### src/rtl/spw_pkg.sv
// Shared constants for the packet CRC FIFO: CRC-32 polynomial and seed.
package spw_pkg;
  localparam logic [31:0] CRC_POLY = 32'h04C11DB7;
  localparam logic [31:0] CRC_INIT = 32'hFFFFFFFF;
endpackage

### src/rtl/crc32_dw_step.sv
// One-cycle CRC-32 update over a DW-bit word, MSB first, unreflected.
module crc32_dw_step
  import spw_pkg::*;
#(
  parameter int DW = 8
) (
  input  logic [31:0]   crc_in,
  input  logic [DW-1:0] data,
  output logic [31:0]   crc_nxt
);

  // Unrolled bit-serial LFSR; synthesis flattens this to an XOR network.
  always_comb begin
    crc_nxt = crc_in;
    for (int i = DW - 1; i >= 0; i--) begin
      if (crc_nxt[31] ^ data[i]) begin
        crc_nxt = {crc_nxt[30:0], 1'b0} ^ CRC_POLY;
      end else begin
        crc_nxt = {crc_nxt[30:0], 1'b0};
      end
    end
  end

endmodule

### src/rtl/pkt_crc_fifo.sv
// Synchronous FIFO storing {eop, data} words, with a running CRC-32 that
// publishes the checksum of each packet as its EOP word is written.
module pkt_crc_fifo
  import spw_pkg::*;
#(
  parameter int DW       = 8,
  parameter int AW       = 4,
  parameter int AF_LEVEL = 2**AW - 2,
  parameter int CRC_EN   = 1
) (
  input  logic          clk,
  input  logic          rst,
  input  logic          wr_en,
  input  logic [DW-1:0] din,
  input  logic          wr_eop,
  input  logic          rd_en,
  output logic [DW-1:0] dout,
  output logic          dout_eop,
  output logic          full,
  output logic          empty,
  output logic          almost_full,
  output logic [AW:0]   count,
  output logic          wr_ovf,
  output logic          rd_unf,
  output logic [31:0]   crc_out,
  output logic          crc_valid
);

  localparam int DEPTH = 2**AW;

  logic [DW:0]   mem_q [DEPTH];
  logic [AW:0]   wr_ptr_q, wr_ptr_d;
  logic [AW:0]   rd_ptr_q, rd_ptr_d;
  logic [AW:0]   count_q, count_d;
  logic          full_q, empty_q, af_q;
  logic          ovf_q, unf_q;
  logic [DW-1:0] dout_q;
  logic          dout_eop_q;
  logic          wr_acc, rd_acc;

  // Acceptance uses only registered flags, so a read never frees room for a
  // same-cycle write and a write never falls through to a same-cycle read.
  assign wr_acc = wr_en & ~full_q & ~rst;
  assign rd_acc = rd_en & ~empty_q & ~rst;

  always_comb begin
    wr_ptr_d = wr_ptr_q + (AW+1)'(wr_acc);
    rd_ptr_d = rd_ptr_q + (AW+1)'(rd_acc);
    count_d  = count_q + (AW+1)'(wr_acc) - (AW+1)'(rd_acc);
  end

  always_ff @(posedge clk) begin
    if (rst) begin
      wr_ptr_q   <= '0;
      rd_ptr_q   <= '0;
      count_q    <= '0;
      full_q     <= 1'b0;
      empty_q    <= 1'b1;
      af_q       <= 1'b0;
      ovf_q      <= 1'b0;
      unf_q      <= 1'b0;
      dout_q     <= '0;
      dout_eop_q <= 1'b0;
    end else begin
      wr_ptr_q <= wr_ptr_d;
      rd_ptr_q <= rd_ptr_d;
      count_q  <= count_d;
      full_q   <= (wr_ptr_d[AW] != rd_ptr_d[AW]) &&
                  (wr_ptr_d[AW-1:0] == rd_ptr_d[AW-1:0]);
      empty_q  <= (wr_ptr_d == rd_ptr_d);
      af_q     <= (count_d >= (AW+1)'(AF_LEVEL));
      ovf_q    <= wr_en & full_q;
      unf_q    <= rd_en & empty_q;
      if (rd_acc) begin
        {dout_eop_q, dout_q} <= mem_q[rd_ptr_q[AW-1:0]];
      end
    end
  end

  always_ff @(posedge clk) begin
    if (wr_acc) begin
      mem_q[wr_ptr_q[AW-1:0]] <= {wr_eop, din};
    end
  end

  assign dout        = dout_q;
  assign dout_eop    = dout_eop_q;
  assign full        = full_q;
  assign empty       = empty_q;
  assign almost_full = af_q;
  assign count       = count_q;
  assign wr_ovf      = ovf_q;
  assign rd_unf      = unf_q;

  if (CRC_EN != 0) begin : g_crc
    logic [31:0] crc_run_q, crc_step, crc_out_q;
    logic        crc_valid_q;

    crc32_dw_step #(.DW(DW)) u_step (
      .crc_in  (crc_run_q),
      .data    (din),
      .crc_nxt (crc_step)
    );

    always_ff @(posedge clk) begin
      if (rst) begin
        crc_run_q   <= CRC_INIT;
        crc_out_q   <= '0;
        crc_valid_q <= 1'b0;
      end else begin
        crc_valid_q <= wr_acc & wr_eop;
        if (wr_acc) begin
          if (wr_eop) begin
            crc_out_q <= crc_step;
            crc_run_q <= CRC_INIT;
          end else begin
            crc_run_q <= crc_step;
          end
        end
      end
    end

    assign crc_out   = crc_out_q;
    assign crc_valid = crc_valid_q;
  end else begin : g_no_crc
    assign crc_out   = '0;
    assign crc_valid = 1'b0;
  end

endmodule

### config.mk
export PLATFORM = sky130hd
export DESIGN_NAME = pkt_crc_fifo
export DESIGN_NICKNAME = d
export VERILOG_FILES = /design/src/rtl/spw_pkg.sv /design/src/rtl/crc32_dw_step.sv /design/src/rtl/pkt_crc_fifo.sv
export SDC_FILE = /design/constraint.sdc
export NUM_CORES = 1
export LEC_CHECK = 0
export CORE_MARGIN = 3
export CORE_UTILIZATION = 65
export CTS_BUF_LIST = sky130_fd_sc_hd__clkbuf_16
export CTS_CLUSTER_DIAMETER = 30
export DETAILED_ROUTE_END_ITERATION = 8
export DONT_BUFFER_PORTS = 1
export PLACE_DENSITY = 0.81
export SYNTH_ARGS = -nofsm -noshare
export SYNTH_HDL_FRONTEND = slang
export SYNTH_SLANG_ARGS = --single-unit
export TNS_END_PERCENT = 100
### constraint.sdc
create_clock -name clk -period 6.2 [get_ports clk]
set_clock_uncertainty 0.05 [all_clocks]
set_input_delay 0.62 -clock clk [delete_from_list [all_inputs] [get_ports clk]]
set_output_delay 0.62 -clock clk [all_outputs]
set_load 0.01 [all_outputs]
==> impl_results.md <==
* Synth Flop Type: edfxtp_1
* Worst R2R Path Depth at 11
* Net count after synthesis at 669
* CP max stage cell: nand3b_1
* Ant diodes at 0
* Slew HR at 27.5%
* Die area at 0.0162 sq mm
* Max_cap viols at 0
* Share of cells above drive strength 1 at 18.7%
* Vias in the first global route at about 5600
* Clock Path Buffers at 3
* Final setup violation count at 0
* Data required time at the worst endpoint at 6530 ps
* Register area at 0.00621 sq mm
* Hold path depth at 1
* Initial antenna violation count at 0
* Overflow after GRT at 0
* Sequential power share at 40.4%
* Num ports at 65
* Unrepaired setup endpoints after global routing: false
* Leak Pwr at about 3.7 nW
* Critical Path Source Type: input pin
* GP Congestion at 0.917
* Initial DRC Count at approximately 450
* CTS Sinks at 238
* Period minus WS final at between 3000 and 4000 ps
* Core area at ~0.014 sq mm
* Worst min-delay path class: input pin to flop
* CTS tree: yes
* Gr usage total at 26.8%
* Global-route wire length before repair at about 33 mm
* CTS resizes at 0
* CP dominant cell by count: inv_1
* Remaining antenna violation count after routing at 0
* CP Capture Type: flop
* Final Hold Viols at 0
* CTS H-tree lvls at 2
* Initial DRT Pass Iterations at 5
* Combinational share of power at 17.4%
* Sequential cell area fraction in the yosys report at 65.0%
* Residual DRC at 0
* Final Cell Area at 0.0109 sq mm
* Outcome: finished clean
* Routed WL at 21.1 mm
* Chip height at 127 um
* IO Port Bufs at 0
* Placed Area at ~0.0097 sq mm
* Rows at 43
* Crit path DAT at between 3000 and 4000 ps
* CTS Hold Bufs at 0
* Clk Latency, worst-skew pair at 500 ps
* Pwr Density at 432 mW/mm^2
* Synth Warn # at 0
* Post-synth ARST share at 0%
* Netlist cell types at 35
* #FFs+latches synth at 238
* Fill cells at 834
* Leading cell type in the layout, fill and taps excluded: edfxtp_1
* Pin count of the biggest net entering global routing at 40
* Post-Syn Area per Cell at 14.8 sq um
* Multi-input gate area in the final layout at 0.00317 sq mm
* Post-synth EDFFs at 144
* CTS Buf Count at 35
* Clock share of power at between 40% and 50%
* Commonest cells after routing, fill and taps aside: edfxtp_1, dfxtp_1, nor2_1, a21oi_1, xnor2_1
* Worst path max stage delay at 780 ps
* Final period utilization at 58.8%
* Internal power at 3.42 mW
* Vias at approximately 5500
* Fmax achieved at around 0.27 GHz
* Root buffer cell: clkbuf_16
* Initial Util at 67.7%
* Max rail drop VDD at 0.000301 V
* Per-cell routed wire length at 24.4 um
* CP Class: input pin to flop
* Final Max Slew Viols at 0
* Setup_tns at 0 ps
* Clk pin slew, worst setup/hold paths at 50 ps
* Sw Ratio at 27.2%
* Cells along the critical path: inv_1 > nand3b_1 > inv_1 > ha_1 > inv_1 > ha_1 > fa_1 > a21o_1 > a21oi_1 > xnor2_1 > nor2_1 > a21o_1
* Area Growth Syn to Fin at 14.0%
* Least-Margin Pin Slew at roughly 1100 ps
* Nets at 680
* Die width at 127 um
* Vias/cell at about 6.3
* Area of the mapped netlist at approximately 0.0095 sq mm
* Post-synthesis cell count at 646
* Switching pwr at 1.28 mW
* DP HPWL at 12.7 mm
* Postcts setup bufs at 0
* CP max FO at 35
metal layers:
layer / part of all wire, % / global-route usage, % / vias up / wire [um]
met5: 0 / 0 / - / 0
met4: 2.3 / 8.20 / 0 / 492
met3: 8.5 / 7.07 / 42 / 1790
met2: 51 / 45.9 / 257 / 10700
met1: 38 / 33.9 / 2730 / 8040
li1: - / - / 2421 / -
power groups by stage:
stage	sequential (mW)	clock, mW	combinational (mW)
after CTS	1.90	2.00	0.821
after floorplan	1.90	0	0.653
after detailed placement	1.93	0	0.804
after global placement	1.93	0	0.789
after global routing	1.91	2.07	0.886
final	1.90	1.98	0.817
path summary, 6_finish.rpt:
kind / start / end / slack [ps]
worst max-delay path: rst / almost_full / 2550
worst min-delay path: rst / count[1] / 150
worst max register to register: empty / almost_full / 3030
worst min register to register: g_crc.crc_run_q[14] / g_crc.crc_run_q[14] / 450
area by class of cell:
| cell class | instances | share of cell area, % |
|---|---|---|
| sequential | 238 | 57.0 |
| multi-input combinational | 366 | 29.2 |
| clock buffer | 37 | 8.51 |
| clock inverter | 26 | 2.44 |
| tap | 180 | 2.07 |
| timing repair buffer | 7 | 0.483 |
| inverter | 9 | 0.310 |
metrics by stage:
step / hold WS [ps] / utilization (%) / power [mW] / setup WS, ps / instances
after global routing: 120 / 77.2 / 4.86 / 2390 / 863
after CTS: 121 / 77.2 / 4.72 / 2630 / 863
final: 146 / 77.2 / 4.70 / 2550 / 863
after floorplan: 427 / - / 2.56 / 3030 / 646
after detailed placement: 442 / 68.8 / 2.73 / 2150 / 800
after global placement: 435 / 68.8 / 2.72 / 2440 / 800
logic make-up after synthesis:
group	share of synthesized area (%)
AND/OR/NAND/NOR	5.62
AO/OA/AOI/OAI	7.20
flip-flops	65.0
adder cells (fa/ha/maj)	1.39
XOR/XNOR	10.5
buffers and inverters	1.74
multiplexers	8.50
flip-flops by register name (all words and copies together) (netlist names):
| name | count |
|---|---|
| almost_full | 1 |
| count | 5 |
| crc_out | 32 |
| crc_valid | 1 |
| dout | 8 |
| dout_eop | 1 |
| empty | 1 |
| full | 1 |
| g_crc.crc_run_q | 32 |
| mem_q | 144 |
| rd_ptr_q | 5 |
| rd_unf | 1 |
| wr_ovf | 1 |
| wr_ptr_q | 5 |
cell usage after synthesis, types with 7 or more instances:
| master | count | share of area, % |
|---|---|---|
| inv_1 | 8 | 0.31 |
| nand3_1 | 15 | 0.79 |
| xnor2_1 | 46 | 4.2 |
| o21ai_0 | 9 | 0.47 |
| buf_2 | 7 | 0.37 |
| a22oi_1 | 18 | 1.4 |
| dfxtp_1 | 94 | 20 |
| a21oi_1 | 53 | 2.8 |
| clkbuf_1 | 20 | 0.79 |
| nand2_1 | 24 | 0.94 |
| nor2b_1 | 9 | 0.59 |
| a31o_2 | 9 | 0.83 |
| edfxtp_1 | 144 | 45 |
| nor2_1 | 58 | 2.3 |
| xnor2_2 | 11 | 1.9 |
| o22a_1 | 10 | 0.92 |
| mux4_2 | 36 | 8.5 |
| xor2_1 | 21 | 1.9 |
| ha_1 | 9 | 1.2 |
worst max-delay path, delay by kind of cell:
kind	cells	cell delay (ps)
fa+ha+maj	3	810
simple gates	2	850
compound gates	3	490
xor+xnor	1	130
buf+inv	3	1070
(Power assumes the default switching activity.)
